**src/rtl/exec_pkg.sv**
```systemverilog
// rtl/exec_pkg.sv - shared opcodes, state type and decode helper for exec_sequencer
package exec_pkg;

  localparam logic [4:0] OPC_RTYPE = 5'b00000;
  localparam logic [4:0] ALU_MUL   = 5'b00110;
  localparam logic [4:0] ALU_DIV   = 5'b00111;

  typedef enum logic [1:0] {
    IDLE = 2'd0,
    MUL  = 2'd1,
    DIV  = 2'd2,
    DONE = 2'd3
  } md_state_t;

  function automatic logic is_md_op(input logic [4:0] opcode, input logic [4:0] aluop);
    return (opcode == OPC_RTYPE) && ((aluop == ALU_MUL) || (aluop == ALU_DIV));
  endfunction

endpackage

```
**src/rtl/exec_sequencer_if.sv**
```systemverilog
// rtl/exec_sequencer_if.sv - execute-stage instruction and mul/div result bundle
// master = pipeline side driving the instruction, slave = exec_sequencer.
interface exec_sequencer_if #(
  parameter int WIDTH = 32
);
  logic             in_valid;
  logic [4:0]       opcode;
  logic [4:0]       aluop;
  logic [4:0]       rd;
  logic [WIDTH-1:0] num_a;
  logic [WIDTH-1:0] num_b;
  logic             flush;
  logic             stall;
  logic             busy;
  logic             md_valid;
  logic [WIDTH-1:0] md_result;
  logic [4:0]       md_rd;
  logic             md_we;
  logic             md_exception;

  modport master (
    output in_valid, opcode, aluop, rd, num_a, num_b, flush,
    input  stall, busy, md_valid, md_result, md_rd, md_we, md_exception
  );

  modport slave (
    input  in_valid, opcode, aluop, rd, num_a, num_b, flush,
    output stall, busy, md_valid, md_result, md_rd, md_we, md_exception
  );

endinterface

```
**src/rtl/exec_sequencer_md_datapath.sv**
```systemverilog
// rtl/exec_sequencer_md_datapath.sv - radix-2 shift-add multiplier and restoring divider steps
// Divider registers are only built when EXEC_SEQ_DIV_EN is defined.
module md_datapath #(
  parameter int WIDTH = 32
) (
  input  logic             clock,
  input  logic             reset,
  input  logic             i_load,
  input  logic             i_step_mul,
  input  logic             i_step_div,
  input  logic             i_last,
  input  logic [WIDTH-1:0] i_num_a,
  input  logic [WIDTH-1:0] i_num_b,
  output logic [WIDTH-1:0] o_mul_result,
  output logic             o_mul_ovf,
  output logic [WIDTH-1:0] o_div_result,
  output logic             o_div_ovf
);

  logic [2*WIDTH-1:0] r_acc;
  logic [2*WIDTH-1:0] r_mcand;
  logic [WIDTH-1:0]   r_mplier;
  logic [2*WIDTH-1:0] w_acc_next;

  // The multiplier's top bit weighs -2^(WIDTH-1), so the final step subtracts.
  always_comb begin
    w_acc_next = r_acc;
    if (r_mplier[0]) begin
      w_acc_next = i_last ? (r_acc - r_mcand) : (r_acc + r_mcand);
    end
  end

  always_ff @(posedge clock or negedge reset) begin
    if (!reset) begin
      r_acc    <= '0;
      r_mcand  <= '0;
      r_mplier <= '0;
    end else if (i_load) begin
      r_acc    <= '0;
      r_mcand  <= {{WIDTH{i_num_a[WIDTH-1]}}, i_num_a};
      r_mplier <= i_num_b;
    end else if (i_step_mul) begin
      r_acc    <= w_acc_next;
      r_mcand  <= {r_mcand[2*WIDTH-2:0], 1'b0};
      r_mplier <= {1'b0, r_mplier[WIDTH-1:1]};
    end
  end

  // Results are taken from the step-next value so the FSM can capture on the last step.
  assign o_mul_result = w_acc_next[WIDTH-1:0];
  assign o_mul_ovf    = w_acc_next[2*WIDTH-1:WIDTH] != {WIDTH{w_acc_next[WIDTH-1]}};

`ifdef EXEC_SEQ_DIV_EN
  logic [WIDTH-1:0] r_rem;
  logic [WIDTH-1:0] r_quo;
  logic [WIDTH-1:0] r_dvsr;
  logic             r_neg;
  logic [WIDTH:0]   w_trial;
  logic [WIDTH-1:0] w_rem_next;
  logic [WIDTH-1:0] w_quo_next;

  function automatic logic [WIDTH-1:0] magnitude(input logic [WIDTH-1:0] v);
    return v[WIDTH-1] ? ((~v) + WIDTH'(1)) : v;
  endfunction

  always_comb begin
    w_trial = {r_rem, r_quo[WIDTH-1]} - {1'b0, r_dvsr};
    if (!w_trial[WIDTH]) begin
      w_rem_next = w_trial[WIDTH-1:0];
      w_quo_next = {r_quo[WIDTH-2:0], 1'b1};
    end else begin
      w_rem_next = {r_rem[WIDTH-2:0], r_quo[WIDTH-1]};
      w_quo_next = {r_quo[WIDTH-2:0], 1'b0};
    end
  end

  always_ff @(posedge clock or negedge reset) begin
    if (!reset) begin
      r_rem  <= '0;
      r_quo  <= '0;
      r_dvsr <= '0;
      r_neg  <= 1'b0;
    end else if (i_load) begin
      r_rem  <= '0;
      r_quo  <= magnitude(i_num_a);
      r_dvsr <= magnitude(i_num_b);
      r_neg  <= i_num_a[WIDTH-1] ^ i_num_b[WIDTH-1];
    end else if (i_step_div) begin
      r_rem  <= w_rem_next;
      r_quo  <= w_quo_next;
    end
  end

  // A positive quotient with the top bit set only arises from MIN / -1.
  assign o_div_result = r_neg ? ((~w_quo_next) + WIDTH'(1)) : w_quo_next;
  assign o_div_ovf    = !r_neg && w_quo_next[WIDTH-1];
`else
  logic w_unused_div;
  assign w_unused_div = i_step_div;
  assign o_div_result = '0;
  assign o_div_ovf    = 1'b0;
`endif

endmodule

```
**src/rtl/exec_sequencer.sv**
```systemverilog
// rtl/exec_sequencer.sv - mul/div sequencing FSM beside the execute-stage ALU
// Iterative divider is present only when EXEC_SEQ_DIV_EN is defined; otherwise div reports an exception.
module exec_sequencer #(
  parameter int WIDTH = 32,
  parameter int CNT_W = 5
) (
  input  logic             clock,
  input  logic             reset,
  exec_sequencer_if.slave  bus
);
  import exec_pkg::*;

  md_state_t        r_state;
  md_state_t        w_next;
  logic [CNT_W-1:0] r_cnt;
  logic [4:0]       r_rd;
  logic [WIDTH-1:0] r_md_result;
  logic [4:0]       r_md_rd;
  logic             r_md_exc;

  logic             w_start;
  logic             w_start_div;
  logic             w_div_direct;
  logic             w_last;
  logic             w_busy;
  logic             w_stall;
  logic             w_md_valid;
  logic             w_load;
  logic             w_step_mul;
  logic             w_step_div;
  logic             w_capture;
  logic [WIDTH-1:0] w_cap_result;
  logic             w_cap_exc;
  logic [4:0]       w_cap_rd;
  logic [WIDTH-1:0] w_mul_result;
  logic             w_mul_ovf;
  logic [WIDTH-1:0] w_div_result;
  logic             w_div_ovf;

  // Reset is folded in so stall drops the instant reset is asserted.
  assign w_start     = reset && bus.in_valid && !bus.flush && (r_state == IDLE)
                       && is_md_op(bus.opcode, bus.aluop);
  assign w_start_div = w_start && (bus.aluop == ALU_DIV);
  assign w_last      = (r_cnt == CNT_W'(WIDTH - 1));

`ifdef EXEC_SEQ_DIV_EN
  assign w_div_direct = w_start_div && (bus.num_b == '0);
`else
  assign w_div_direct = w_start_div;
`endif

  always_ff @(posedge clock or negedge reset) begin
    if (!reset) begin
      r_state <= IDLE;
    end else begin
      r_state <= w_next;
    end
  end

  always_comb begin
    w_next = r_state;
    case (r_state)
      IDLE: begin
        if (w_start) begin
          if (w_div_direct)     w_next = DONE;
          else if (w_start_div) w_next = DIV;
          else                  w_next = MUL;
        end
      end
      MUL, DIV: begin
        if (bus.flush)   w_next = IDLE;
        else if (w_last) w_next = DONE;
      end
      DONE:    w_next = IDLE;
      default: w_next = IDLE;
    endcase
  end

  always_comb begin
    w_busy       = (r_state == MUL) || (r_state == DIV);
    w_stall      = w_start || w_busy;
    w_md_valid   = (r_state == DONE) && !bus.flush;
    w_load       = w_start && !w_div_direct;
    w_step_mul   = (r_state == MUL);
    w_step_div   = (r_state == DIV);
    w_capture    = 1'b0;
    w_cap_result = '0;
    w_cap_exc    = 1'b0;
    w_cap_rd     = r_rd;
    if (w_div_direct) begin
      w_capture = 1'b1;
      w_cap_exc = 1'b1;
      w_cap_rd  = bus.rd;
    end else if (w_last && !bus.flush) begin
      if (r_state == MUL) begin
        w_capture    = 1'b1;
        w_cap_result = w_mul_result;
        w_cap_exc    = w_mul_ovf;
      end else if (r_state == DIV) begin
        w_capture    = 1'b1;
        w_cap_result = w_div_result;
        w_cap_exc    = w_div_ovf;
      end
    end
  end

  always_ff @(posedge clock or negedge reset) begin
    if (!reset) begin
      r_cnt <= '0;
    end else if (w_load) begin
      r_cnt <= '0;
    end else if (w_busy) begin
      r_cnt <= r_cnt + CNT_W'(1);
    end
  end

  // Result tags are written on entry to DONE and then hold until the next DONE.
  always_ff @(posedge clock or negedge reset) begin
    if (!reset) begin
      r_rd        <= '0;
      r_md_result <= '0;
      r_md_rd     <= '0;
      r_md_exc    <= 1'b0;
    end else begin
      if (w_start) r_rd <= bus.rd;
      if (w_capture) begin
        r_md_result <= w_cap_result;
        r_md_rd     <= w_cap_rd;
        r_md_exc    <= w_cap_exc;
      end
    end
  end

  md_datapath #(
    .WIDTH (WIDTH)
  ) u_datapath (
    .clock        (clock),
    .reset        (reset),
    .i_load       (w_load),
    .i_step_mul   (w_step_mul),
    .i_step_div   (w_step_div),
    .i_last       (w_last),
    .i_num_a      (bus.num_a),
    .i_num_b      (bus.num_b),
    .o_mul_result (w_mul_result),
    .o_mul_ovf    (w_mul_ovf),
    .o_div_result (w_div_result),
    .o_div_ovf    (w_div_ovf)
  );

  assign bus.stall        = w_stall;
  assign bus.busy         = w_busy;
  assign bus.md_valid     = w_md_valid;
  assign bus.md_result    = r_md_result;
  assign bus.md_rd        = r_md_rd;
  assign bus.md_we        = w_md_valid && (r_md_rd != '0);
  assign bus.md_exception = r_md_exc;

endmodule

```
**src/flat_wrapper.sv**
```systemverilog
// flat-port wrapper written by rule: the top's interface ports become plain ports
module exec_sequencer_flat import exec_pkg::*;
#(
  parameter int WIDTH = 32,
  parameter int CNT_W = 5
)
  (clock, reset, bus_in_valid, bus_opcode, bus_aluop, bus_rd, bus_num_a, bus_num_b, bus_flush, bus_stall, bus_busy, bus_md_valid, bus_md_result, bus_md_rd, bus_md_we, bus_md_exception);
  exec_sequencer_if #(.WIDTH(WIDTH)) bus_i ();
  input  logic clock;
  input  logic reset;
  input wire logic [$bits(bus_i.in_valid)-1:0] bus_in_valid;
  input wire logic [$bits(bus_i.opcode)-1:0] bus_opcode;
  input wire logic [$bits(bus_i.aluop)-1:0] bus_aluop;
  input wire logic [$bits(bus_i.rd)-1:0] bus_rd;
  input wire logic [$bits(bus_i.num_a)-1:0] bus_num_a;
  input wire logic [$bits(bus_i.num_b)-1:0] bus_num_b;
  input wire logic [$bits(bus_i.flush)-1:0] bus_flush;
  output wire logic [$bits(bus_i.stall)-1:0] bus_stall;
  output wire logic [$bits(bus_i.busy)-1:0] bus_busy;
  output wire logic [$bits(bus_i.md_valid)-1:0] bus_md_valid;
  output wire logic [$bits(bus_i.md_result)-1:0] bus_md_result;
  output wire logic [$bits(bus_i.md_rd)-1:0] bus_md_rd;
  output wire logic [$bits(bus_i.md_we)-1:0] bus_md_we;
  output wire logic [$bits(bus_i.md_exception)-1:0] bus_md_exception;
  assign bus_i.in_valid = bus_in_valid;
  assign bus_i.opcode = bus_opcode;
  assign bus_i.aluop = bus_aluop;
  assign bus_i.rd = bus_rd;
  assign bus_i.num_a = bus_num_a;
  assign bus_i.num_b = bus_num_b;
  assign bus_i.flush = bus_flush;
  assign bus_stall = bus_i.stall;
  assign bus_busy = bus_i.busy;
  assign bus_md_valid = bus_i.md_valid;
  assign bus_md_result = bus_i.md_result;
  assign bus_md_rd = bus_i.md_rd;
  assign bus_md_we = bus_i.md_we;
  assign bus_md_exception = bus_i.md_exception;
  exec_sequencer #(.WIDTH(WIDTH), .CNT_W(CNT_W)) u_core (.clock(clock), .reset(reset), .bus(bus_i));
endmodule
```
**config.mk**
```make
export PLATFORM = sky130hd
export DESIGN_NAME = exec_sequencer_flat
export DESIGN_NICKNAME = d
export VERILOG_FILES = /design/src/rtl/exec_pkg.sv /design/src/rtl/exec_sequencer_if.sv /design/src/rtl/exec_sequencer_md_datapath.sv /design/src/rtl/exec_sequencer.sv /design/src/flat_wrapper.sv
export SDC_FILE = /design/constraint.sdc
export NUM_CORES = 1
export LEC_CHECK = 0
export CAP_MARGIN = 20
export CORE_UTILIZATION = 53
export DETAILED_ROUTE_END_ITERATION = 8
export GPL_TIMING_DRIVEN = 1
export HOLD_SLACK_MARGIN = 0.1
export PLACE_DENSITY = 0.74
export SETUP_SLACK_MARGIN = 0.02
export SLEW_MARGIN = 20
export SYNTH_ARGS = -nofsm -noshare
export SYNTH_HDL_FRONTEND = slang
export SYNTH_SLANG_ARGS = --single-unit
```
**constraint.sdc**
```tcl
create_clock -name clock -period 9.4 [get_ports clock]
set_input_delay 1.88 -clock clock [delete_from_list [all_inputs] [get_ports clock]]
set_output_delay 1.88 -clock clock [all_outputs]
set_load 0.01 [all_outputs]
```
# Word-level counts from Yosys, hierarchy flattened
# Index checks and enable logic that the tools add are counted.
[classes]
n_addsub = 3
multipliers = 0
n_div = 0
order_cmp = 0
n_eq_ne = 9
n_shift = 0
muxes = 26
n_bitwise = 0
n_reduce_logical = 22
[op_table]
columns = ["operator", "n"]
rows = [
  ["$mux 64", 6],
  ["$mux 32", 5],
  ["$add 64x64->64", 1],
  ["$sub 64x64->64", 1],
  ["$ne 32x32->1", 1],
  ["$mux 5", 3],
  ["$eq 5x3->1 const B", 2],
  ["$logic_and 1x1->1", 10],
  ["$mux 2", 4],
  ["$mux 1", 7],
  ["$pmux 2 s3", 1],
  ["$add 5x1->5 const B", 1],
  ["$eq 5x5->1 const B", 1],
  ["$logic_not 5->1", 1],
  ["$reduce_bool 5->1", 1],
  ["$eq 2x2->1 const B", 2],
  ["$reduce_bool 2->1", 2],
  ["$logic_or 1x1->1", 3],
  ["$ne 3x3->1 const B", 1],
  ["$eq 2x1->1 const B", 1],
  ["$logic_not 1->1", 2],
  ["$logic_not 2->1", 1],
  ["$ne 2x1->1 const B", 1],
  ["$reduce_and 2->1", 1],
  ["$reduce_or 2->1", 1],
]
[word_totals]
regBits = 210
latchBits = 0
ramBits = 0
mem_bits_ro = 0
input_bits = 83
out_inout_bits = 42
word_cells = 69
n_memories = 0

# Logic depth before layout (Yosys ltp)
[logic_depth]
word_depth = 8
depth_mapped = 23
ltp_nobuf = 23

# Modules after synthesis
# Synthesis repeated with hierarchy kept, for this count alone.
[unflattened]
cells_unflattened = 1962
hier_area_um2 = 16339.4
[modules_own_cells]
columns = ["mod", "n_inst", "cells_each", "area_per_inst_um2", "seq_area_each_um2"]
rows = [
  ["md_datapath", 1, 1668, 13599.3, 4003.8],
  ["exec_sequencer", 1, 294, 2740.1, 1251.2],
]

# Worst setup path after synthesis
# No wires, ideal clock.
[synth_timing]
path_type = "register -> register"
startpoint = "register u_core.u_datapath.r_mcand[12]"
endpoint = "register u_core.r_md_exc (netlist: u_core.bus.md_exception)"
arrival_time_ns = 5.562
slack_ns = 3.706
path_stages_with_launch = 22
path_buffers = 1
period_less_slack_ns = 5.694
cell_sequence = "dfrtp_1 > or4_4 > or4b_4 > nor4b_4 > inv_1 > or3_1 > nor4_1 > nor2_1 > xnor2_1 > ha_1 > buf_2 > nand4_1 > or3_1 > or2_1 > clkinv_1 > o2111ai_1 > a211oi_1 > or3_1 > a31oi_1 > or4_2 > o31ai_1 > a31oi_1"
[synth_via]
elab_chain_cells = 7
word_cells_on_any_way = 8
cone_classes = "add/sub (2); eq/ne (1); mux (5)"
[synth_lines]
columns = ["element", "line_no", "text"]
rows = [
  ["start: declaration", "exec_sequencer_md_datapath.sv:21", "logic [2*WIDTH-1:0] r_mcand;"],
  ["start signal: assignment", "exec_sequencer_md_datapath.sv:40", "r_mcand <= {{WIDTH{i_num_a[WIDTH-1]}}, i_num_a};"],
  ["start signal: assignment", "exec_sequencer_md_datapath.sv:44", "r_mcand <= {r_mcand[2*WIDTH-2:0], 1'b0};"],
  ["$add 64x64->64 / $sub 64x64->64 (equally long branches)", "exec_sequencer_md_datapath.sv:29", "w_acc_next = i_last ? (r_acc - r_mcand) : (r_acc + r_mcand);"],
  ["$mux 64 (*)", "exec_sequencer_md_datapath.sv:29", ""],
  ["$mux 64 (*)", "exec_sequencer_md_datapath.sv:28", "if (r_mplier[0]) begin"],
  ["$ne 32x32->1 (*)", "exec_sequencer_md_datapath.sv:51", "assign o_mul_ovf = w_acc_next[2*WIDTH-1:WIDTH] != {WIDTH{w_acc_next[WIDTH-1]}};"],
  ["$mux 1 (*)", "exec_sequencer.sv:95", "if (r_state == MUL) begin"],
  ["$mux 1 (*)", "exec_sequencer.sv:94", "end else if (w_last && !bus.flush) begin"],
  ["$mux 1 (*)", "exec_sequencer.sv:90", "if (w_div_direct) begin"],
  ["end signal: assignment", "exec_sequencer.sv:129", "r_md_exc <= w_cap_exc;"],
  ["end: declaration", "exec_sequencer.sv:19", "logic r_md_exc;"],
]
# Mark *: on every way between the ends. The rest lies on a longest branch, timed or not.
# A chain may end at the register's enable or synchronous reset.

# Worst setup path after layout
[layout_timing]
startpoint = "register u_core.u_datapath.r_mcand[5]"
endpoint = "register u_core.r_md_exc (netlist: u_core.bus.md_exception)"
# Same word-level chain as after synthesis.

==> out/summary.md <==
The floorplan has 62 rows. Highest clock rate: 0.144 GHz. Setup violations remaining at the end of the flow were counted as 0.

The congestion estimate from routability-driven global placement came to 1.00. The worst relative slew slack came out at 0.292. Number of buffer cells added on primary ports: 124. The share of synthesized flip-flops with an asynchronous set or reset is 1.00, and the number of buffers added for setup after CTS is 0. The most common flop cell mapped by yosys was sky130_fd_sc_hd__dfrtp_1. The tool flagged a number of max-cap violations equal to 0. Initial core utilization: 0.540. The tree is rooted in a sky130_fd_sc_hd__clkbuf_16. The cell family contributing the most delay on the critical path was simple AND/OR/NAND/NOR gates.

Clock slew seen by the registers of the worst setup and hold paths: 0.06 ns. The share of the clock period used by the worst path is 0.739, and the die footprint is 29900 sq um. For this design, the sink count on the clock tree is 210.

The number of hold buffers added after CTS was 0. Among all stages on the critical path, the largest delay is contributed by sky130_fd_sc_hd__nor4_1. Data required time at the worst endpoint: 9.82 ns.

Leaving out fill and tap cells, the most frequent cells in the layout are sky130_fd_sc_hd__nand2_1, sky130_fd_sc_hd__a21oi_1, sky130_fd_sc_hd__dfrtp_1. The number of buffers added by the clock tree synthesis step was 24. The power density of the placed cells works out to 450 nW/um^2. The critical path in this run is classified as reg -> reg.

Worst min-delay path startpoint: u_core.u_datapath.r_mplier[31]. The share of layout cells above drive strength 1 was 0.0652. Type of the tightest min-delay check: reg -> reg.

The wire length per cell after detailed routing was 19.5 um; the ratio of routed vias to standard cells was 6.09. The tools report the post-synthesis cell type count as 79. In this run, synthesis inferred 0 flip-flops with an integrated enable. The worst-case clock buffer depth was 3.

The reported leakage power came out at 7.02 nW. The minimum clock period works out to 6.94 ns. The worst-case clock skew was 0.0110 ns; the combined buffer and inverter count along the critical path was 0. The total global-route track usage is 0.300. In the post-synthesis netlist, the biggest area contributors are sky130_fd_sc_hd__dfrtp_1, sky130_fd_sc_hd__mux2i_1, sky130_fd_sc_hd__a21oi_1.

The run gives 0 as the number of hold violations in the final report. The flow ran to the end, and the final reports show no timing, DRC or antenna violations. The layout overhead on the synthesized area came out at 14.1%. Leaving out fill and tap cells, the most frequent cell in the layout is sky130_fd_sc_hd__nand2_1. TritonCTS built the clock tree. The die is 173 um tall. In the routed design, unresolved DRC markers number 0.

The initial antenna violation count was 1; the worst-case vdd ir drop was 220 uV. The count of boundary I/O pins is 125, and the biggest fanout along the worst timing path is 10. The area fraction of the dominant cell type after synthesis is 0.339, and the sequential fraction of the synthesis area is 0.339. For the global-route wire length before repair, the log shows 72300 um. The die is 173 um wide. The region available for standard cell placement spans 28700 sq um. Counting every instance in the synthesized netlist gives 1863. STA classifies the critical path endpoint as a register. The maximum level of the CTS H-tree is 1. Traced cell by cell, the critical path runs through nor4_1 -> nand2_1 -> nor4_1 -> nand2_1 -> nor3_1 -> nor2_1 -> xnor2_1 -> ha_1 -> nand4_1 -> nor4_2 -> nand3_1 -> a211oi_2 -> nor2_1 -> o21ai_1 -> xnor2_1 -> a21oi_1 -> or4_1 -> or4_2 -> a22oi_1 -> a31oi_1. Final-stage net count: 2069. The share of the core filled with cells came out at 0.616. The final route contains 14120 vias. For the worst setup path, the data arrival time is 7.36 ns. For this run the aggregate overflow at the end of global routing stands at 0.

The synthesized design contains 210 register bits. The mean area per synthesized cell is 8.32 sq um. The tools report the total negative slack as 0 ns.

After filler insertion, the fill cell instance count of the layout stands at 2574. For the pin with the worst max-slew slack, the measured transition is 1.06 ns. The insertion delay of the later-clocked pin in the worst-skew pair is 0.55 ns, and the total nets after synthesis is 2016. The worst setup path is launched from a register. Setup repair after global routing left no endpoint under its margin.

The total length of routed wires is 45100 um, and the first-pass detailed-route iteration total is 5. The delay contributed by the slowest stage of the critical path is 0.71 ns. The first routing iteration left 1193 violations.

Entering global routing, the biggest net connects 96 pins. The run gives 15500 sq um as the post-synthesis instance area. sky130_fd_sc_hd__dfrtp_1 takes more of the synthesized area than any other cell. The logs give 0 for the quantity of gates resized following cts and 0 for the remaining number of nets flagged by the antenna check after routing. The tools report the origin of the critical flop-to-flop path as u_core.u_datapath.r_mcand[5]. 0 antenna diodes ended up in the layout. The tools report the final HPWL from detailed placement as 33000 um. The via count of the first global-routing pass was 13609. In this run the worst setup path begins at u_core.u_datapath.r_mcand[5]. For this run, the number of Yosys warnings is 0. The max-slew violation count came out at 0.
==> cells by family (layout without fill, tap and decap cells) <==
family          count (synthesis)  count (layout)  synth area share
compound gates                518             518             0.199
xor+xnor                      116             116            0.0656
fa+ha+maj                      70              70            0.0570
buf+inv                       147             217            0.0413
flops                         210             210             0.339
mux                           158             158             0.105
simple gates                  644             644             0.193
==> cell usage after synthesis, types with 30 or more instances <==
master,instances
sky130_fd_sc_hd__nand4_1,30
sky130_fd_sc_hd__nor2_1,186
sky130_fd_sc_hd__nand2_1,246
sky130_fd_sc_hd__ha_1,69
sky130_fd_sc_hd__mux2i_1,120
sky130_fd_sc_hd__clkbuf_1,82
sky130_fd_sc_hd__o21ai_0,117
sky130_fd_sc_hd__inv_1,32
sky130_fd_sc_hd__a21oi_1,212
sky130_fd_sc_hd__nor3_1,47
sky130_fd_sc_hd__mux2_2,38
sky130_fd_sc_hd__a211oi_1,33
sky130_fd_sc_hd__dfrtp_1,210
sky130_fd_sc_hd__xnor2_1,94
==> power by group <==
group	leakage, nW	switching (W)	internal [W]
logic	4.20	0.00327	0.00221
registers	2.44	0.000302	0.00122
clock network	0.390	0.000404	0.000553
total	7.02	0.00398	0.00399
==> worst reg2reg max path: cells and delay by family (launching register included) <==
family	cells	cell delay, ns
compound gates	5	1.05
xor+xnor	2	0.41
flops	1	0.44
fa+ha+maj	1	0.50
simple gates	12	4.42
==> metrics by stage <==
| stage | instances | setup WS [ns] | total power [W] | hold slack [ns] | cell area, sq um |
|---|---|---|---|---|---|
| final | 2317 | 2.46 | 0.00796 | 0.507 | 17700 |
| after global routing | 2317 | 1.79 | 0.00857 | 0.526 | 17700 |
| after CTS | 2317 | 2.20 | 0.00787 | 0.513 | 17700 |
| after detailed placement | 2274 | 2.21 | 0.00687 | 0.495 | 16900 |
| after global placement | 2274 | 2.60 | 0.00682 | 0.487 | 16900 |
| after floorplan | 1863 | 3.71 | 0.00548 | 0.462 | 15500 |
==> per-layer routing <==
layer  routed length [um]  GRT usage  up-vias
li1                     -          -     6787
met1                20800      0.439     6753
met2                19500      0.454      493
met3                 3460     0.0572       85
met4                 1260     0.0822        2
met5                   13          0        -
==> area by class of cell <==
class	count	area, sq um	share of cell area
sequential	210	5260	0.297
timing repair buffer	140	1370	0.0773
multi-input combinational	1506	9640	0.545
inverter	34	128	0.00722
tap	384	480	0.0272
clock buffer	31	657	0.0372
clock inverter	12	148	0.00835
==> final timing paths <==
check	slack [ns]	cells after the start	to
max reg2reg	2.46	20	u_core.bus.md_exception
min	0.51	2	u_core.u_datapath.r_mplier[31]
max in group asynchronous	5.59	4	u_core.u_datapath.r_mcand[11]
max	2.46	20	u_core.bus.md_exception
min reg2reg	0.51	2	u_core.u_datapath.r_mplier[31]
min in group asynchronous	1.25	1	u_core.u_datapath.r_acc[59]
==> flip-flops by register name, summed over array words and instances, names as in the netlist <==
signal / cells
u_core.u_datapath.r_mcand: 64
u_core.bus.md_exception: 1
u_core.r_state: 2
u_core.u_datapath.r_mplier: 32
u_core.u_datapath.r_acc: 64
u_core.r_cnt: 5
u_core.bus.md_result: 32
u_core.bus.md_rd: 5
u_core.r_rd: 5
No activity file was read; power rests on OpenSTA's default activity.
